[config.mk]
export PLATFORM = sky130hd
export DESIGN_NAME = wb_stage
export DESIGN_NICKNAME = d
export VERILOG_FILES = /design/src/rtl/mips_pkg.sv /design/src/rtl/load_align.sv /design/src/rtl/wb_stage.sv
export SDC_FILE = /design/constraint.sdc
export NUM_CORES = 1
export LEC_CHECK = 0
export ABC_AREA = 1
export CORE_AREA = 4 4 97 99
export CTS_BUF_LIST = sky130_fd_sc_hd__clkbuf_4 sky130_fd_sc_hd__clkbuf_8
export CTS_CLUSTER_SIZE = 28
export DETAILED_ROUTE_END_ITERATION = 7
export DIE_AREA = 0 0 101 103
export PLACE_DENSITY = 0.87
export SETUP_SLACK_MARGIN = 0.02
export SYNTH_ARGS = -nofsm -noshare
export SYNTH_HDL_FRONTEND = slang
export SYNTH_SLANG_ARGS = --single-unit
[constraint.sdc]
create_clock -name clk -period 2.85 [get_ports clk]
set_input_delay 0.57 -clock clk [delete_from_list [all_inputs] [get_ports clk]]
set_output_delay 0.57 -clock clk [all_outputs]
set_load 0.03 [all_outputs]
[src/rtl/mips_pkg.sv]
// Shared MIPS pipeline constants: datapath widths, load-size encodings and the $0 specifier.
package mips_pkg;
    localparam int DATA_W     = 32;
    localparam int REG_ADDR_W = 5;

    localparam logic [1:0] LSIZE_WORD = 2'b00;
    localparam logic [1:0] LSIZE_HALF = 2'b01;
    localparam logic [1:0] LSIZE_BYTE = 2'b10;

    localparam logic [4:0] REG_ZERO = 5'd0;
endpackage

[src/rtl/load_align.sv]
// Big-endian load alignment and extension of a word-aligned memory read.
// Purely combinational; shared by the write-back stage and the forwarding path.
module load_align
    import mips_pkg::*;
(
    input  logic [31:0] mdo,
    input  logic [1:0]  addr,
    input  logic [1:0]  lsize,
    input  logic        lsigned,
    output logic [31:0] result
);

    logic [7:0]  byte_sel;
    logic [15:0] half_sel;

    always_comb begin
        byte_sel = mdo[31:24];
        case (addr)
            2'd0: byte_sel = mdo[31:24];
            2'd1: byte_sel = mdo[23:16];
            2'd2: byte_sel = mdo[15:8];
            2'd3: byte_sel = mdo[7:0];
            default: byte_sel = mdo[31:24];
        endcase
    end

    // Halfword select ignores addr[0]; misaligned halves are not trapped here.
    assign half_sel = addr[1] ? mdo[15:0] : mdo[31:16];

    always_comb begin
        result = mdo;
        case (lsize)
            LSIZE_HALF: result = {{16{lsigned & half_sel[15]}}, half_sel};
            LSIZE_BYTE: result = {{24{lsigned & byte_sel[7]}}, byte_sel};
            default:    result = mdo;
        endcase
    end

endmodule

[src/rtl/wb_stage.sv]
// MEM/WB pipeline register and write-back datapath; sole driver of the register-file write port.
// Also counts instructions captured into WB (wrapping counter).
module wb_stage
    import mips_pkg::*;
#(
    parameter int DATA_W     = mips_pkg::DATA_W,
    parameter int REG_ADDR_W = mips_pkg::REG_ADDR_W,
    parameter int CNT_W      = 32
) (
    input  logic                  clk,
    input  logic                  rst,
    input  logic                  mvalid,
    input  logic                  mwreg,
    input  logic                  mm2reg,
    input  logic [REG_ADDR_W-1:0] mdestReg,
    input  logic [DATA_W-1:0]     mr,
    input  logic [DATA_W-1:0]     mdo,
    input  logic [1:0]            mlsize,
    input  logic                  mlsigned,
    input  logic                  stall,
    input  logic                  flush,
    output logic                  wwreg,
    output logic [REG_ADDR_W-1:0] wdestReg,
    output logic [DATA_W-1:0]     wbData,
    output logic                  wvalid,
    output logic [CNT_W-1:0]      retired
);

    logic [DATA_W-1:0] load_data;
    logic [DATA_W-1:0] wb_next;
    logic              wwreg_next;

    load_align u_load_align (
        .mdo     (mdo),
        .addr    (mr[1:0]),
        .lsize   (mlsize),
        .lsigned (mlsigned),
        .result  (load_data)
    );

    assign wb_next    = mm2reg ? load_data : mr;
    // Bubbles and writes to $0 never reach the register file.
    assign wwreg_next = mvalid & mwreg & (mdestReg != REG_ZERO);

    always_ff @(posedge clk) begin
        if (rst) begin
            wwreg    <= 1'b0;
            wdestReg <= '0;
            wbData   <= '0;
            wvalid   <= 1'b0;
            retired  <= '0;
        end else if (flush) begin
            wwreg    <= 1'b0;
            wdestReg <= '0;
            wbData   <= '0;
            wvalid   <= 1'b0;
        end else if (!stall) begin
            wwreg    <= wwreg_next;
            wdestReg <= mdestReg;
            wbData   <= wb_next;
            wvalid   <= mvalid;
            retired  <= retired + CNT_W'(mvalid);
        end
    end

endmodule

# After elaboration in Yosys (flattened, before gate mapping)
# Cells that the tools add are included.
# classes
magnitude_cmp,0
div,0
mux,4
n_eq_ne,5
n_addsub,1
n_mul,0
shifts,0
bitwise_logic,6
reduce_logical,4
# op_table
operator,count
$pmux W32 S2,1
$add A32 B1 Y32,1
$mux W32,1
$pmux W8 S4,1
$mux W16,1
$eq A2 B2 Y1 const B,3
$reduce_bool A5 Y1,1
$and A1 B1 Y1,4
$eq A2 B1 Y1 const B,2
$logic_not A2 Y1,1
$not A1 Y1,2
$reduce_and A2 Y1,1
$reduce_or A2 Y1,1
# totals
ff_bits,71
in_bits,79
mem_bits_rw,0
memories,0
romBits,0
elab_cells,25
latch_bits,0
output_inout_bits,71

# Logic depth before layout (Yosys ltp)
# Gate-level depths: netlist of run 1.
# depth
word_depth,5
ltp_mapped,11
mapped_depth_nobuf,10

# Hierarchy
# From an unflattened synthesis of run 1, not the netlist that was laid out.
# hier_totals
hier_cells,714
hier_area_um2,4538.1
# by_module_without_submodules
module,seq_area_each_um2,cells_each,n_inst,area_each_um2
wb_stage,1421.4,521,1,3679.8
load_align,0.0,193,1,858.3

# Least setup slack after synthesis of run 1
# Ideal clock, no wire load.
# synth_timing
path_type,register to register
start,reg retired[0]
end,reg retired[16]
arrival_ps,1764
t_required_ps,2725
period_less_slack_ps,1889
path_buffers,0
stages_incl_launch_ff,10
slack_ps,961
setup_time_ps,125
cell_sequence,dfxtp_1 > ha_1 > ha_1 > nand3_2 > nor2_4 > nand3_4 > nor2_8 > nand2_2 > xor2_1 > nor2_2
# synth_via
elab_chain_cells,1
# synth_rtl
element,line_no,source
from (decl),wb_stage.sv:26,output logic [CNT_W-1:0] retired
from (signal assigned),wb_stage.sv:62,retired <= retired + CNT_W'(mvalid);
$add A32 B1 Y32,wb_stage.sv:62,
# No other way between the ends.
# A chain may end at the register's enable or synchronous reset.

# Final worst setup path of run 1
# layout_timing
start,in mvalid
end,reg retired[16]
# layout_via
elab_chain_cells,1
# layout_rtl
element,line_no,source
from (decl),wb_stage.sv:12,"input logic mvalid,"
$add A32 B1 Y32,wb_stage.sv:62,
# No other way between the ends.

==> metrics, run 1 <==
Crit Path Class in -> reg; Synth async-reset ratio 0; Critical Path End Type register; DIE AREA approximately 0.010 mm²; Final period util 0.789; sequential fraction of the synthesis area 0.333; final hold slack 0.487 ns; initial antenna violation count 0; Pwr Total 2.52 mW; vias per cell 5.48; num rows 34; port bufs 149; DR iter-0 viols between 300 and 400; power per cell area 416 mW/mm²; DRT Pass-1 Iters 6; final setup TNS 0 ns; largest net degree at the start of global routing 59; Pint between 1.5 and 2 mW; Post-DP Area between 0.005 and 0.006 mm²; setup violators final 0; f_max 445 MHz; HPWL Detailed 11,300 µm; Chip Height 103 µm; drt total wl 14,600 µm; Overflow after GRT 0; Synth Flop Type dfxtp_1; Worst-Margin Slew around 0.76 ns; antenna cells 0; worst-path maximum fanout 5; I/O pins 150; mapped cell area approximately 0.0043 mm²; Yosys reg bits 71; RSZ-0062 raised after global routing false; fillers 711; CTS resizes 0; clk_lat worst skew 0.35 ns; clock sink count 71; data required time of the critical path ~3 ns; Mapped Cells 692; Vias 5,149; Post-synth EDFFs 0; Final #Nets 910; status finished, final reports clean; Hold Fails Final Rpt 0; area grow syn2layout 42.0%; Pins Over Slew Limit 0; average routed wire per standard cell 15.6 µm; Tmin final 2.25 ns; Leakage 2.32 nW; number of setup buffers added after CTS 0; first-pass GRT wire length about 23,000 µm; Non-Filler Instances 940; critical path launch point type input pin; worst min path class reg -> reg; Syn Area/Cell between 6 and 7 µm²; most frequent cells in the layout nand2_1 (199), clkdlybuf4s50_1 (149), a21oi_1 (108), nor2_1 (81), dfxtp_1 (71); sequential power share 0.410; cell area after layout ~0.0061 mm²; Root Buffer clkbuf_8; clock network fraction of design power 0.396; commonest non-fill, non-tap cell in the layout nand2_1; core area 0.00855 mm²; Starting Density 0.499; hold_buf cts 0; MaxCap Viol Count 0; Net Switching 698 µW; Die Span X 101 µm; DRT antenna net count 0; CP arrival 2.49 ns; Comb power frac 0.194; Max clock buf depth 2; Yosys cell types 30; sw frac 0.277; GRT Util Overall 0.280; Slew headroom 0.494; CTS tree done; Peak supply drop 0.000365 V; final clock skew 0.00707 ns; reg-to-reg slack, setup 1.01 ns; layout cells sized above 1 0.0649; CTS buffer count 9; H-tree depth 3; vias in the first global route 4,979; Post-Place Cells 924; Synthesis Warnings 0; DRC 0; gpl congestion 0.888; Post-Syn Nets a little under 800; clk slew on worst S/H paths 0.08 ns
-- per-stage QoR --
step,setup slack (ns),util
CTS,0.633,0.708
detailed placement,0.265,0.680
global route,0.496,0.708
finish,0.601,0.708
floorplan,0.961,-
global placement,0.343,0.680
-- critical path, stage by stage --
cell	delay [ns]
clkdlybuf4s50_1	0.56
ha_1	0.26
ha_1	0.25
nand3_2	0.14
nor2_4	0.16
nand3_4	0.13
nor2_8	0.14
nand2_2	0.06
xor2_1	0.17
nor2_2	0.04
-- registers in the layout, indices dropped and copies added (netlist names) --
register,cells
retired,32
wbData,32
wdestReg,5
wvalid,1
wwreg,1
-- area by class of cell --
class / instances / area [µm²] / share of cell area
Clock inverter: 7 / 118 / 0.0194
Multi-Input combinational cell: 528 / 2470 / 0.407
Inverter: 61 / 231 / 0.0382
Timing Repair Buffer: 156 / 1560 / 0.257
Clock buffer: 9 / 124 / 0.0205
Tap cell: 108 / 135 / 0.0223
Sequential cell: 71 / 1420 / 0.235
-- final timing paths --
kind          startpoint          end  cells after the start
min reg2reg  wdestReg[0]  wdestReg[0]                      2
max reg2reg   retired[0]  retired[16]                      9
max               mvalid  retired[16]                     10
min          wdestReg[0]  wdestReg[0]                      2
-- cells by family (layout without fill, tap and decap cells) --
| kind of cell | count (synthesis) | after routing | share of synthesized area |
|---|---|---|---|
| buf+inv | 93 | 233 | 0.0886 |
| simple gates | 327 | 327 | 0.331 |
| fa+ha+maj | 4 | 4 | 0.0117 |
| xor+xnor | 2 | 2 | 0.00411 |
| flops | 71 | 71 | 0.333 |
| compound gates | 195 | 195 | 0.231 |
-- cell usage after synthesis (5+ instances only) --
| library cell | instances | area (µm²) |
|---|---|---|
| nor2_1 | 82 | 308 |
| a21oi_1 | 108 | 541 |
| nand3_2 | 5 | 50.1 |
| nand3_1 | 17 | 85.1 |
| o21ai_0 | 55 | 275 |
| o21ai_1 | 28 | 140 |
| buf_2 | 9 | 45.0 |
| inv_2 | 6 | 22.5 |
| nand2_1 | 199 | 747 |
| dfxtp_1 | 71 | 1420 |
| clkbuf_1 | 20 | 75.1 |
| inv_1 | 54 | 203 |
| nor2_4 | 6 | 67.6 |
-- power by group through the flow --
stage	logic (mW)	clock network, mW	registers, mW
after detailed placement	0.482	0	1.06
final	0.489	0.996	1.03
after CTS	0.485	1.01	1.03
after global placement	0.474	0	1.06
after global routing	0.530	1.06	1.04
after floorplan	0.205	0	1.10
-- metal layers --
layer	routed length, µm	vias to the layer above	global-route usage
met3	1730	50	0.110
met4	426	0	0.113
li1	-	2523	-
met1	5420	2309	0.311
met5	0	-	0
met2	7060	267	0.482
No activity file was read; power rests on OpenSTA's default activity.
==> run 2, diff against run 1 <==
Settings changed: CORE_AREA 4 4 97 99 to 4 4 106 108, DIE_AREA 0 0 101 103 to 0 0 110 112, PLACE_DENSITY 0.87 to 0.77.
Clock period 2.85 ns to 1.97 ns, I/O delays scaled along.
==> run 2 against run 1 <==
Clock-buffer cell count grew 1. Core utilization down 10 points. Via count down 2.2%. Critical path type is now reg -> out.
==> metrics, run 2 (same netlist as run 1, synthesis figures left out) <==
status finished, final reports clean; num rows 37 (+8.8%); data required time of the critical path 1.58 ns (-1.51 ns); Buf+Inv Stages, Crit Path 1 (unchanged); Slowest-stage cell, CP clkdlybuf4s50_1; f_max 526 MHz; Peak supply drop 0.000341 V (-6.6%); worst-path maximum fanout 6 (+1); power per cell area 554 mW/mm² (+33%); critical path depth in cells 1 (-9); crit path to retired[23]; Pwr Total 3.44 mW (+37%); worst reg2reg path endpoint retired[16]; initial antenna violation count 0 (unchanged); setup violators final 0 (unchanged); Crit Path Class reg -> out; clock sink count 71 (unchanged); Hold Fails Final Rpt 0 (unchanged); RSZ-0062 raised after global routing true; average routed wire per standard cell 14.7 µm (-5.5%); gpl congestion 0.937 (+5.6%); final setup TNS 0 ns (unchanged); drt total wl 14,500 µm (-0.66%); CTS buffer count 9 (unchanged); Overflow after GRT 0 (unchanged); Die Span X 110 µm (+8.9%); most frequent cells in the layout nand2_1 (199), clkdlybuf4s50_1 (143), a21oi_1 (108), nor2_1 (81), dfxtp_1 (71); Vias 5,035 (-2.2%); antenna cells 0 (unchanged); fillers 926 (+30%); crit path cell chain clkdlybuf4s50_1; Non-Filler Instances 988 (+5.1%); worst min path class reg -> reg; vias per cell 5.10 (-7.0%); MaxCap Viol Count 0 (unchanged); Slew headroom 0.506 (+0.0128); DRT antenna net count 0 (unchanged); sequential power share 0.434 (+0.024); hold_buf cts 0 (unchanged); Max clock buf depth 2 (unchanged); GRT Util Overall 0.238 (-0.0422); layout cells sized above 1 0.0880 (+0.0231); Worst-Margin Slew 0.739 ns (-0.0192 ns); clock network fraction of design power 0.356 (-0.040); Final #Nets 930 (+2.2%); sw frac 0.299 (+0.0219); I/O pins 150 (unchanged); clk_lat worst skew 0.36 ns (about the same); worst r2r src retired[0]; DIE AREA 0.0123 mm² (+18%); Worst R2R Path Depth 9 (unchanged); port bufs 149 (unchanged); commonest non-fill, non-tap cell in the layout nand2_1; Final period util 0.965; CTS tree done; Chip Height 112 µm (+8.7%); Tmin final 1.90 ns; clk slew on worst S/H paths 0.09 ns (about the same); DRC 0 (unchanged); reg-to-reg slack, setup 0.31 ns (-0.70 ns); vias in the first global route 4,906 (-1.5%); cell area after layout 0.00621 mm² (+2.6%); first-pass GRT wire length 23,400 µm (+0.59%); HPWL Detailed 11,200 µm (-0.69%); Pins Over Slew Limit 0 (unchanged); cell family with most CP delay buffers and inverters; Post-Place Cells 971 (+5.1%); Starting Density 0.417 (-0.0819); Post-DP Area 0.00599 mm² (+3.1%); core area 0.0102 mm² (+20%); final clock skew 0.00947 ns (+0.00240 ns); critical path launch point type register; area grow syn2layout 45.7%; CP max stage delay 0.71 ns (+0.15 ns); DRT Pass-1 Iters 5 (-1); Top Registers retired (32), wbData (32), wdestReg (5); CP arrival 1.51 ns (-0.98 ns); Worst Setup SP retired[23]; H-tree depth 3 (unchanged); Leakage 2.48 nW (+6.8%); Net Switching 1.03 mW (+47%); Pint 2.41 mW (+33%); DR iter-0 viols 391 (+7.7%); largest net degree at the start of global routing 59 (unchanged); Critical Path End Type output port; Root Buffer clkbuf_8; Comb power frac 0.210 (+0.016)
==> run 2: cell types whose count changed in the layout (fill, tap and decap cells not counted) <==
cell / previous run / this run
clkinvlp_4: 0 / 3
dlygate4sd2_1: 0 / 1
clkinv_2: 2 / 0
clkbuf_4: 0 / 1
clkdlybuf4s50_1: 149 / 143
bufinv_16: 3 / 1
buf_4: 6 / 26
dlymetal6s2s_1: 0 / 5
inv_6: 2 / 1
ha_1: 4 / 3
ha_2: 0 / 1
clkinv_4: 0 / 1
==> run 2: what timing repair did <==
item	4_1_cts	5_1_grt
setup endpoints to repair	1	7
buffers inserted	0	1
gates cloned	0	0
resized for setup	1	6
==> run 2: metal layers <==
metal,share of wire,wire [µm],GRT usage
met5,0,0,0
met4,0.031,452,0.101
met3,0.076,1110,0.0580
met2,0.46,6740,0.382
met1,0.43,6240,0.301
==> run 2: power by group through the flow <==
stage / Clock (mW) / Sequential (mW) / Combinational, mW
2_1_floorplan: 0 / 1.60 / 0.297
3_3_place_gp: 0 / 1.52 / 0.707
3_5_place_dp: 0 / 1.53 / 0.715
4_1_cts: 1.23 / 1.49 / 0.719
5_1_grt: 1.29 / 1.50 / 0.790
6_report: 1.22 / 1.49 / 0.722
==> run 2: stage by stage <==
step	setup slack, ns	hold slack, ns	utilization
after detailed placement	-0.212	0.465	0.585
after CTS	0.0408	0.477	0.605
after floorplan	0.0806	0.538	-
final	0.0695	0.474	0.607
after global placement	-0.163	0.453	0.585
after global routing	0.0111	0.495	0.607
==> run 2: how the worst min path moves through the flow <==
stage / from / depth (start not counted) / slack [ns] / end
after floorplan: mdestReg[0] / 2 / 0.54 / wdestReg[0]
after global placement: wwreg / 2 / 0.45 / wwreg
after detailed placement: wwreg / 2 / 0.47 / wwreg
after CTS: wdestReg[4] / 2 / 0.48 / wdestReg[4]
after global routing: wwreg / 2 / 0.49 / wwreg
final: wwreg / 2 / 0.47 / wwreg
==> run 2: final cells by class <==
cell class | instances | area [µm²] | share of cell area
Sequential cell | 71 | 1420 | 0.229
Clock inverter | 6 | 70.1 | 0.0113
Tap cell | 136 | 170 | 0.0274
Timing Repair Buffer | 176 | 1720 | 0.277
Clock buffer | 10 | 131 | 0.0212
Multi-Input combinational cell | 528 | 2470 | 0.397
Inverter | 61 | 231 | 0.0373
